**src/rtl/pipe_pkg.sv**
```systemverilog
// Shared pipeline definitions: ALU control encodings, control-bit indices,
// ALU function decode and the iterative multiplier state type.
package pipe_pkg;

    localparam logic [1:0] ALUOP_ADD   = 2'b00;
    localparam logic [1:0] ALUOP_SUB   = 2'b01;
    localparam logic [1:0] ALUOP_RTYPE = 2'b10;
    localparam logic [1:0] ALUOP_OR    = 2'b11;

    localparam logic [5:0] FUNCT_ADD = 6'h20;
    localparam logic [5:0] FUNCT_SUB = 6'h22;
    localparam logic [5:0] FUNCT_AND = 6'h24;
    localparam logic [5:0] FUNCT_OR  = 6'h25;
    localparam logic [5:0] FUNCT_MUL = 6'h18;

    // Bit positions inside the WB and M control fields of ID/EX and EX/MEM.
    localparam int WB_REGWRITE = 0;
    localparam int WB_MEMTOREG = 1;
    localparam int M_MEMREAD   = 0;
    localparam int M_MEMWRITE  = 1;

    typedef enum logic [2:0] {
        ALU_ADD,
        ALU_SUB,
        ALU_AND,
        ALU_OR,
        ALU_MUL
    } alu_fn_e;

    typedef enum logic [1:0] {
        ST_IDLE,
        ST_MUL,
        ST_DONE
    } mul_state_e;

    function automatic alu_fn_e decode_alu(input logic [1:0] alu_op, input logic [5:0] funct);
        alu_fn_e fn;
        fn = ALU_ADD;
        case (alu_op)
            ALUOP_SUB: fn = ALU_SUB;
            ALUOP_OR:  fn = ALU_OR;
            ALUOP_RTYPE: begin
                case (funct)
                    FUNCT_SUB: fn = ALU_SUB;
                    FUNCT_AND: fn = ALU_AND;
                    FUNCT_OR:  fn = ALU_OR;
                    FUNCT_MUL: fn = ALU_MUL;
                    default:   fn = ALU_ADD;
                endcase
            end
            default: fn = ALU_ADD;
        endcase
        return fn;
    endfunction

endpackage

```
**src/rtl/mul_iter.sv**
```systemverilog
// Iterative shift-add multiplier: captures operands on start, consumes one
// multiplier bit per cycle and presents the low 32 product bits in DONE.
module mul_iter
    import pipe_pkg::*;
#(
    parameter int MUL_CYCLES = 32
) (
    input  logic        clk_i,
    input  logic        rst_i,
    input  logic        start_i,
    input  logic [31:0] multiplicand_i,
    input  logic [31:0] multiplier_i,
    output logic        busy_o,
    output logic        done_o,
    output logic [31:0] product_o
);

    localparam int CNT_W = (MUL_CYCLES > 1) ? $clog2(MUL_CYCLES) : 1;
    localparam logic [CNT_W-1:0] CNT_LAST = CNT_W'(MUL_CYCLES - 1);

    mul_state_e       state_q;
    logic [CNT_W-1:0] cnt_q;
    logic [31:0]      mcand_q;
    logic [31:0]      mplier_q;
    logic [31:0]      acc_q;
    logic             busy_q;
    logic             done_q;

    // NOTE: sequential state is written only with non-blocking assignments.
    always_ff @(posedge clk_i) begin
        if (rst_i) begin
            state_q  <= ST_IDLE;
            cnt_q    <= '0;
            mcand_q  <= '0;
            mplier_q <= '0;
            acc_q    <= '0;
            busy_q   <= 1'b0;
            done_q   <= 1'b0;
        end else begin
            case (state_q)
                ST_IDLE: begin
                    if (start_i) begin
                        state_q  <= ST_MUL;
                        mcand_q  <= multiplicand_i;
                        mplier_q <= multiplier_i;
                        acc_q    <= '0;
                        cnt_q    <= '0;
                        busy_q   <= 1'b1;
                    end
                end
                ST_MUL: begin
                    acc_q    <= acc_q + (mplier_q[0] ? mcand_q : 32'd0);
                    mcand_q  <= mcand_q << 1;
                    mplier_q <= mplier_q >> 1;
                    cnt_q    <= cnt_q + CNT_W'(1);
                    if (cnt_q == CNT_LAST) begin
                        state_q <= ST_DONE;
                        busy_q  <= 1'b0;
                        done_q  <= 1'b1;
                    end
                end
                ST_DONE: begin
                    state_q <= ST_IDLE;
                    done_q  <= 1'b0;
                end
                default: begin
                    state_q <= ST_IDLE;
                    busy_q  <= 1'b0;
                    done_q  <= 1'b0;
                end
            endcase
        end
    end

    assign busy_o    = busy_q;
    assign done_o    = done_q;
    assign product_o = acc_q;

endmodule

```
**src/rtl/ex_stage.sv**
```systemverilog
// Execute stage: operand forwarding from EX/MEM and MEM/WB, ALU, iterative
// multiplier with upstream stall, and the EX/MEM pipeline register.
module ex_stage
    import pipe_pkg::*;
#(
    parameter int MUL_CYCLES = 32
) (
    input  logic        clk_i,
    input  logic        rst_i,
    input  logic [1:0]  WB_i,
    input  logic [1:0]  M_i,
    input  logic [1:0]  ALUOp_i,
    input  logic        ALUSrc_i,
    input  logic        RegDst_i,
    input  logic [4:0]  RSaddr_i,
    input  logic [4:0]  RTaddr_i,
    input  logic [4:0]  RDaddr_i,
    input  logic [31:0] RSdata_i,
    input  logic [31:0] RTdata_i,
    input  logic [31:0] imm_i,
    input  logic        MEMWBRegWrite_i,
    input  logic [4:0]  MEMWBRd_i,
    input  logic [31:0] MEMWBdata_i,
    output logic        stall_o,
    output logic [1:0]  WB_o,
    output logic [1:0]  M_o,
    output logic [31:0] ALUresult_o,
    output logic [31:0] RTdata_o,
    output logic [4:0]  RDaddr_o
);

    logic [1:0]  wb_q;
    logic [1:0]  m_q;
    logic [31:0] alu_q;
    logic [31:0] rt_q;
    logic [4:0]  rd_q;

    logic [31:0] rs_fwd;
    logic [31:0] rt_fwd;
    logic [31:0] op_b;
    logic [31:0] alu_res;
    alu_fn_e     alu_fn;
    logic        is_mul;
    logic        mul_busy;
    logic        mul_done;
    logic [31:0] mul_product;

    assign alu_fn = decode_alu(ALUOp_i, imm_i[5:0]);
    assign is_mul = (alu_fn == ALU_MUL);

    // EX/MEM wins over MEM/WB; register 0 is never forwarded.
    // NOTE: every always_comb output gets a default first so no latch is inferred.
    always_comb begin
        rs_fwd = RSdata_i;
        if (wb_q[WB_REGWRITE] && rd_q != '0 && rd_q == RSaddr_i) begin
            rs_fwd = alu_q;
        end else if (MEMWBRegWrite_i && MEMWBRd_i != '0 && MEMWBRd_i == RSaddr_i) begin
            rs_fwd = MEMWBdata_i;
        end
    end

    always_comb begin
        rt_fwd = RTdata_i;
        if (wb_q[WB_REGWRITE] && rd_q != '0 && rd_q == RTaddr_i) begin
            rt_fwd = alu_q;
        end else if (MEMWBRegWrite_i && MEMWBRd_i != '0 && MEMWBRd_i == RTaddr_i) begin
            rt_fwd = MEMWBdata_i;
        end
    end

    assign op_b = ALUSrc_i ? imm_i : rt_fwd;

    // The mul instruction is held in ID/EX until DONE, so its slot selects the product.
    always_comb begin
        alu_res = rs_fwd + op_b;
        case (alu_fn)
            ALU_SUB: alu_res = rs_fwd - op_b;
            ALU_AND: alu_res = rs_fwd & op_b;
            ALU_OR:  alu_res = rs_fwd | op_b;
            ALU_MUL: alu_res = mul_product;
            default: alu_res = rs_fwd + op_b;
        endcase
    end

    mul_iter #(
        .MUL_CYCLES(MUL_CYCLES)
    ) u_mul_iter (
        .clk_i          (clk_i),
        .rst_i          (rst_i),
        .start_i        (is_mul),
        .multiplicand_i (rs_fwd),
        .multiplier_i   (rt_fwd),
        .busy_o         (mul_busy),
        .done_o         (mul_done),
        .product_o      (mul_product)
    );

    assign stall_o = mul_busy | (is_mul & ~mul_done);

    always_ff @(posedge clk_i) begin
        if (rst_i) begin
            wb_q  <= '0;
            m_q   <= '0;
            alu_q <= '0;
            rt_q  <= '0;
            rd_q  <= '0;
        end else if (stall_o) begin
            wb_q <= '0;
            m_q  <= '0;
        end else begin
            wb_q  <= WB_i;
            m_q   <= M_i;
            alu_q <= alu_res;
            rt_q  <= rt_fwd;
            rd_q  <= RegDst_i ? RDaddr_i : RTaddr_i;
        end
    end

    assign WB_o        = wb_q;
    assign M_o         = m_q;
    assign ALUresult_o = alu_q;
    assign RTdata_o    = rt_q;
    assign RDaddr_o    = rd_q;

endmodule

```
**config.mk**
```make
export PLATFORM = sky130hd
export DESIGN_NAME = ex_stage
export DESIGN_NICKNAME = d
export VERILOG_FILES = /design/src/rtl/pipe_pkg.sv /design/src/rtl/mul_iter.sv /design/src/rtl/ex_stage.sv
export SDC_FILE = /design/constraint.sdc
export NUM_CORES = 1
export LEC_CHECK = 0
export ABC_AREA = 1
export CORE_MARGIN = 5
export CORE_UTILIZATION = 62
export CTS_BUF_LIST = sky130_fd_sc_hd__clkbuf_8
export DETAILED_ROUTE_END_ITERATION = 8
export PLACE_DENSITY = 0.9
export SYNTH_ARGS = -nofsm -noshare
export SYNTH_HDL_FRONTEND = slang
export SYNTH_HIERARCHICAL = 1
export SYNTH_SLANG_ARGS = --single-unit
```
**constraint.sdc**
```tcl
create_clock -name clk_i -period 11.85 [get_ports clk_i]
set_clock_uncertainty 0.1 [all_clocks]
set_input_delay 2.37 -clock clk_i [delete_from_list [all_inputs] [get_ports clk_i]]
set_output_delay 2.37 -clock clk_i [all_outputs]
set_load 0.02 [all_outputs]
```
==> flow_metrics.py, run 1 <==
metrics = {
    "setup_path": {
        "cp_max_fo": 33,
        "cp_slowest_cell": "nor2_4",
        "cpPeakStageDelay_ps": 630,
        "setup.worst_path.start_class": "primary input",
        "worstSetupEndpointType": "flip-flop",
        "criticalPathCategory": "primary input to flip-flop",
        "cp.arrival_ps": 8240,
        "cp.required_ps": 12130,
    },
    "layout": {
        "fillerInstances": 2112,
        "fin_cells": 3093,
        "mostFrequentLayoutCell": "nand2_1",
        "num-nets-final": 2983,
        "layout_common_cells": "726 x nand2_1, 401 x inv_1, 231 x clkdlybuf4s50_1",
        "syn_to_final_growth_pct": 17.97,
        "layout-drive-gt1-share_pct": 5.455,
    },
    "clock_tree": {
        "cts_tree": "done",
        "postCtsSetupBuffers": 0,
        "cts-htree-levels": 4,
        "cts-buffers-inserted": 17,
        "cts_buffer_depth": 2,
        "clock-sinks": 178,
        "holdBufCountCts": 0,
        "clkTransAtPathRegs_ps": 90,
        "cts_root_buffer": "clkbuf_8",
        "cts_resized": 0,
        "insertion_delay_ps": 500,
    },
    "sta": {
        "finalSetupViolations": 0,
        "setup_ws_ps": 3890,
        "maxSlewHeadroom_pct": 26.27,
        "fin_crit_ps": 7960,
        "fmax_ghz": 0.1256,
        "totalNegativeSetupSlack_ps": 0,
        "worstMarginPinSlew_ps": 1105,
        "period_share_pct": 67.17,
        "finalHoldViolCount": 0,
        "slew_viol_final": 0,
        "rsz0062_at_grt": "false",
    },
    "power_and_ir_drop": {
        "swShare_pct": 38.87,
        "p_seq_share_pct": 38.8,
        "pwr-share-clk_pct": 26.5,
        "ir_drop_v": 0.00007440,
        "power_frac_comb_pct": 34.7,
        "power-per-cell-area_nw_per_um2": 95.77,
        "internal_power_uw": 1067,
        "p_sw_uw": 678.5,
        "p_leak_uw": 0.009213,
    },
    "synth": {
        "ys_ff_latch": 178,
        "synth_area_leaders": "dfxtp_1 23%, nand2_1 18%, inv_1 9.7%",
        "syn_inst": 2596,
        "synth_cell_types": 57,
        "synth_top_area_share_pct": 23.07,
        "synth_edf_count": 0,
        "async_flop_share_pct": 0,
        "syn-num-nets": 2824,
        "synth_flop_cell": "dfxtp_1",
        "avgSynthCellArea_um2": 5.951,
        "syn_area_um2": 15450,
        "ys_warn_count": 6,
        "synth_top_cell_by_area": "dfxtp_1",
        "seq_area_frac_synth_pct": 23.07,
    },
    "global_route": {
        "grt_use_total_pct": 41.34,
        "grt_max_degree": 91,
        "grt-ovfl-total": 0,
        "first_global_vias": 17680,
        "grt_pass1_wl_um": 93760,
        "antenna_found_initial": 1,
    },
    "drt": {
        "drtIter0Drc": 2758,
        "vias": 18790,
        "dr.pass1.iters": 6,
        "drc": 0,
        "ant_nets": 0,
        "routed_wl_um": 60510,
        "wl_per_cell_um": 19.56,
        "routed_via_density": 6.075,
    },
    "placed_design": {
        "numPortBuffers": 232,
        "dp_slack_ps": 3645,
        "dp_hpwl_um": 46200,
        "gp_congestion": 1.094,
        "place_inst": 3060,
    },
    "hold_path": {
        "hp-class": "flip-flop to flip-flop",
    },
    "flow_run": {
        "maxCapViolations": 0,
    },
    "floorplanning": {
        "ios": 233,
        "die_w_um": 167.9,
        "core_area_um2": 24460,
        "initial_core_util_pct": 63.15,
        "die_y_um": 167.9,
        "num_rows": 57,
        "dieArea_um2": 28170,
    },
    "run_status": {
        "status": "finished, final reports clean",
    },
}
## per-layer routing
layer | vias to the layer above | part of all wire, % | wire (µm) | track usage, %
met5 | - | 0 | 0 | 0
li1 | 8717 | - | - | -
met1 | 8445 | 38 | 22750 | 52.00
met2 | 1329 | 43 | 26200 | 64.43
met3 | 300 | 12 | 7017 | 8.722
met4 | 0 | 7.5 | 4549 | 26.39
## power by group through the flow
stage / logic, µW / registers [µW] / clock network (µW)
final: 605 / 677 / 463
after global routing: 649 / 678 / 489
after CTS: 589 / 674 / 463
after detailed placement: 584 / 687 / 0
after global placement: 577 / 687 / 0
after floorplan: 322 / 703 / 0
## state kept, by name, indices dropped and copies added, names as in the netlist
| name | cells |
|---|---|
| RDaddr_o | 5 |
| ALUresult_o | 32 |
| u_mul_iter/product_o | 32 |
| u_mul_iter/done_o | 1 |
| u_mul_iter/busy_o | 1 |
| u_mul_iter/mplier_q | 32 |
| u_mul_iter/cnt_q | 5 |
| M_o | 2 |
| u_mul_iter/mcand_q | 32 |
| u_mul_iter/state_q | 2 |
| RTdata_o | 32 |
| WB_o | 2 |
## cells by family (layout without fill, tap and decap cells)
kind of cell	after synthesis	in the layout	synth area share (%)
XOR/XNOR	61	61	3.458
flip-flops	178	178	23.07
AND/OR/NAND/NOR	1262	1262	35.23
adder cells (fa/ha/maj)	69	69	5.686
buffers and inverters	530	702	13.64
AO/OA/AOI/OAI	496	496	18.92
other	0	1	0
## area by class of cell
| type | count | area (µm²) | area share, % |
|---|---|---|---|
| inverter | 419 | 1575 | 8.643 |
| tap | 324 | 405.4 | 2.224 |
| multi-input combinational | 1888 | 9796 | 53.75 |
| clock inverter | 14 | 172.7 | 0.9474 |
| antenna | 1 | 2.502 | 0.01373 |
| clock buffer | 18 | 247.7 | 1.359 |
| timing repair buffer | 251 | 2462 | 13.51 |
| sequential | 178 | 3563 | 19.55 |
## cells in the mapped netlist, types with 4 or more instances
master,number
nand2_1,727
inv_1,401
nand3_1,196
nor2_1,193
dfxtp_1,178
a21oi_1,169
o21ai_0,138
ha_1,67
clkbuf_1,60
a31oi_1,52
xor2_1,50
o211ai_1,40
or2_2,32
a22oi_1,31
buf_2,31
nand4_1,23
nor3_1,18
inv_2,15
nand3b_1,14
nand2_2,13
nor2_2,13
xnor2_1,11
o21ai_1,10
o221ai_1,10
and2_1,9
buf_4,8
nor4_1,8
a21o_1,6
buf_6,6
nand3_2,6
buf_1,5
o22ai_1,5
a221oi_1,4
a32o_1,4
a32oi_1,4
o21a_1,4
## worst max-delay path: cells and delay by family
family / cells / cell delay [ps]
xor gates and xnor gates: 2 / 230
AOI/OAI and AO/OA: 5 / 590
and+or+nand+nor: 17 / 3740
adders and majority gates: 2 / 570
buffers and inverters: 3 / 730
## through the flow
stage / power [µW] / utilization, % / hold WS [ps] / area, µm²
floorplan: 1024 / - / 333.1 / 15450
detailed placement: 1271 / 72.77 / 353.0 / 17800
finish: 1745 / 74.50 / 375.7 / 18230
CTS: 1725 / 74.49 / 373.9 / 18220
global placement: 1264 / 72.77 / 341.9 / 17800
global route: 1816 / 74.50 / 400.4 / 18230
## final timing paths
path	startpoint	to	slack [ps]	cells after the start
hold / removal	u_mul_iter/mplier_q[31]$_SDFFE_PP0P_	u_mul_iter/mplier_q[31]$_SDFFE_PP0P_	380	2
setup / recovery	MEMWBRd_i[0]	ALUresult_o[24]$_SDFFE_PP0N_	3890	29
setup reg to reg	RDaddr_o[3]$_SDFFE_PP0N_	ALUresult_o[24]$_SDFFE_PP0N_	6450	26
hold reg to reg	u_mul_iter/mplier_q[31]$_SDFFE_PP0P_	u_mul_iter/mplier_q[31]$_SDFFE_PP0P_	380	2
Power figures use the tool's default switching activity.
==> run 2: changes to the inputs <==
--- a/config.mk
+++ b/config.mk
@@ -7,10 +7,10 @@
 export LEC_CHECK = 0
 export ABC_AREA = 1
 export CORE_MARGIN = 5
-export CORE_UTILIZATION = 62
+export CORE_UTILIZATION = 52
 export CTS_BUF_LIST = sky130_fd_sc_hd__clkbuf_8
 export DETAILED_ROUTE_END_ITERATION = 8
-export PLACE_DENSITY = 0.9
+export PLACE_DENSITY = 0.8
 export SYNTH_ARGS = -nofsm -noshare
 export SYNTH_HDL_FRONTEND = slang
 export SYNTH_HIERARCHICAL = 1
==> constraint.sdc (replaced) <==
create_clock -name clk_i -period 7.2 [get_ports clk_i]
set_clock_uncertainty 0.1 [all_clocks]
set_input_delay 1.44 -clock clk_i [delete_from_list [all_inputs] [get_ports clk_i]]
set_output_delay 1.44 -clock clk_i [all_outputs]
set_load 0.02 [all_outputs]
==> run 2 against run 1 <==
Cell area rose by 1.2%. Sequential power increased by 65%. Routed wire length up 5.6%. Utilization is 12 points lower. Register-to-register slack worse by 4600 ps. Critical path type unchanged. Largest power group unchanged.
==> flow_metrics.py, run 2 (synthesis gave the netlist of run 1 again) <==
metrics = {
    "floorplanning": {
        "num_rows": 63,
        "ios": 233,
        "initial_core_util_pct": 52.40,
        "die_w_um": 182.4,
        "die_y_um": 182.4,
        "core_area_um2": 29480,
        "dieArea_um2": 33260,
    },
    "setup_path": {
        "cp_max_fo": 15,
        "rrSetupSlack_ps": 1860,
        "cpPeakStageDelay_ps": 550,
        "crit_top_cell": "nand3_1",
        "reg2reg_depth": 25,
        "worstSetupEndpointType": "flip-flop",
        "cp.arrival_ps": 6680,
        "setup.worst_path.start_class": "primary input",
        "timing.rr.start": "RDaddr_o[1]$_SDFFE_PP0N_",
        "cp.required_ps": 7540,
        "criticalPathCategory": "primary input to flip-flop",
        "r2r-end": "ALUresult_o[28]$_SDFFE_PP0N_",
        "cp_slowest_cell": "clkdlybuf4s50_1",
    },
    "drt": {
        "routed_via_density": 5.769,
        "vias": 18300,
        "ant_nets": 0,
        "dr.pass1.iters": 6,
        "drtIter0Drc": 2002,
        "wl_per_cell_um": 20.15,
        "routed_wl_um": 63930,
        "drc": 0,
    },
    "clock_tree": {
        "cts_root_buffer": "clkbuf_8",
        "cts_tree": "done",
        "insertion_delay_ps": 510,
        "clkTransAtPathRegs_ps": 100,
        "cts_resized": 0,
        "cts_buffer_depth": 2,
        "holdBufCountCts": 0,
        "cts-htree-levels": 4,
        "postCtsSetupBuffers": 0,
        "cts-buffers-inserted": 17,
        "clock-sinks": 178,
    },
    "power_and_ir_drop": {
        "power_frac_comb_pct": 34.7,
        "power-per-cell-area_nw_per_um2": 159.6,
        "p_leak_uw": 0.009315,
        "internal_power_uw": 1821,
        "swShare_pct": 38.17,
        "pwr-share-clk_pct": 27.3,
        "p_seq_share_pct": 38.0,
        "ir_drop_v": 0.0001234,
        "p_sw_uw": 1124,
    },
    "layout": {
        "syn_to_final_growth_pct": 19.44,
        "num-nets-final": 2999,
        "layout_common_cells": "726 x nand2_1, 402 x inv_1, 231 x clkdlybuf4s50_1",
        "layout-drive-gt1-share_pct": 5.895,
        "mostFrequentLayoutCell": "nand2_1",
        "final_cell_area_um2": 18450,
        "fillerInstances": 2904,
    },
    "sta": {
        "slew_viol_final": 0,
        "totalNegativeSetupSlack_ps": 0,
        "rsz0062_at_grt": "false",
        "maxSlewHeadroom_pct": 21.18,
        "fin_crit_ps": 6340,
        "fmax_ghz": 0.1577,
        "setup_ws_ps": 860.0,
        "worstMarginPinSlew_ps": 1181,
        "finalSetupViolations": 0,
        "finalHoldViolCount": 0,
        "period_share_pct": 88.06,
    },
    "hold_path": {
        "min_to": "u_mul_iter/mplier_q[7]$_SDFFE_PP0P_",
        "holdPathStages": 2,
        "hp-class": "flip-flop to flip-flop",
        "hold_start": "u_mul_iter/mplier_q[7]$_SDFFE_PP0P_",
    },
    "global_route": {
        "grt_pass1_wl_um": 97880,
        "grt_max_degree": 86,
        "use_met1_pct": 49.05,
        "use_met2_pct": 60.20,
        "antenna_found_initial": 1,
        "first_global_vias": 17180,
        "grt-ovfl-total": 0,
        "grt_use_total_pct": 37.68,
        "top_usage_layer": "met2",
        "gr-usage-met3_pct": 8.671,
    },
    "placed_design": {
        "postPlaceCellArea_um2": 18020,
        "dp_hpwl_um": 50770,
        "gp_congestion": 1.077,
        "numPortBuffers": 232,
        "dp_slack_ps": 541.9,
    },
    "flow_run": {
        "maxCapViolations": 0,
    },
    "run_status": {
        "status": "finished, final reports clean",
    },
}
[run 2: final cells by class]
| class | instances | area (µm²) | area share [%] |
|---|---|---|---|
| diodes | 1 | 2.502 | 0.01356 |
| flip-flops and latches | 178 | 3563 | 19.31 |
| well taps | 390 | 488.0 | 2.645 |
| inverters | 419 | 1575 | 8.537 |
| repair buffers | 267 | 2595 | 14.06 |
| clock buffers | 17 | 234.0 | 1.268 |
| multi-input cells | 1888 | 9796 | 53.09 |
| clock inverters | 13 | 197.7 | 1.071 |
[run 2: worst max-delay path, delay by kind of cell]
kind | cells | cell delay [ps]
AO/OA/AOI/OAI | 4 | 480
XOR/XNOR | 3 | 590
adder cells (fa/ha/maj) | 2 | 560
buffers and inverters | 3 | 740
AND/OR/NAND/NOR | 16 | 2880
[run 2: worst max path at each step]
stage	endpoint	depth (start not counted)	startpoint
after floorplan	ALUresult_o[28]$_SDFFE_PP0N_	31	MEMWBRd_i[3]
after global placement	ALUresult_o[30]$_SDFFE_PP0N_	26	RTaddr_i[1]
after detailed placement	ALUresult_o[28]$_SDFFE_PP0N_	28	MEMWBRd_i[0]
after CTS	ALUresult_o[28]$_SDFFE_PP0N_	28	MEMWBRd_i[0]
after global routing	ALUresult_o[28]$_SDFFE_PP0N_	31	MEMWBRd_i[3]
final	ALUresult_o[28]$_SDFFE_PP0N_	28	MEMWBRd_i[0]
[run 2: stage by stage]
step | power [µW] | instances | utilization [%] | hold WS [ps]
final | 2944 | 3173 | 62.59 | 375.6
after global routing | 3081 | 3173 | 62.59 | 390.5
after CTS | 2924 | 3172 | 62.58 | 371.5
after detailed placement | 2128 | 3142 | 61.12 | 356.8
after global placement | 2131 | 3142 | 61.12 | 340.3
after floorplan | 1686 | 2596 | - | 333.1
[run 2: power by group through the flow]
stage          clock network [µW]  registers, µW  logic [µW]
2_1_floorplan                   0           1160         529
3_3_place_gp                    0           1140         995
3_5_place_dp                    0           1130         993
4_1_cts                       811           1110         999
5_1_grt                       854           1120        1110
6_report                      804           1120        1020
[run 2: layer usage]
layer  routed length [µm]  part of all wire, %  up-vias
met5                    0                    0        -
met3                 7035                   11      161
li1                     -                    -     8743
met2                28460                   45     1060
met4                 2948                  4.6        0
met1                25480                   40     8340
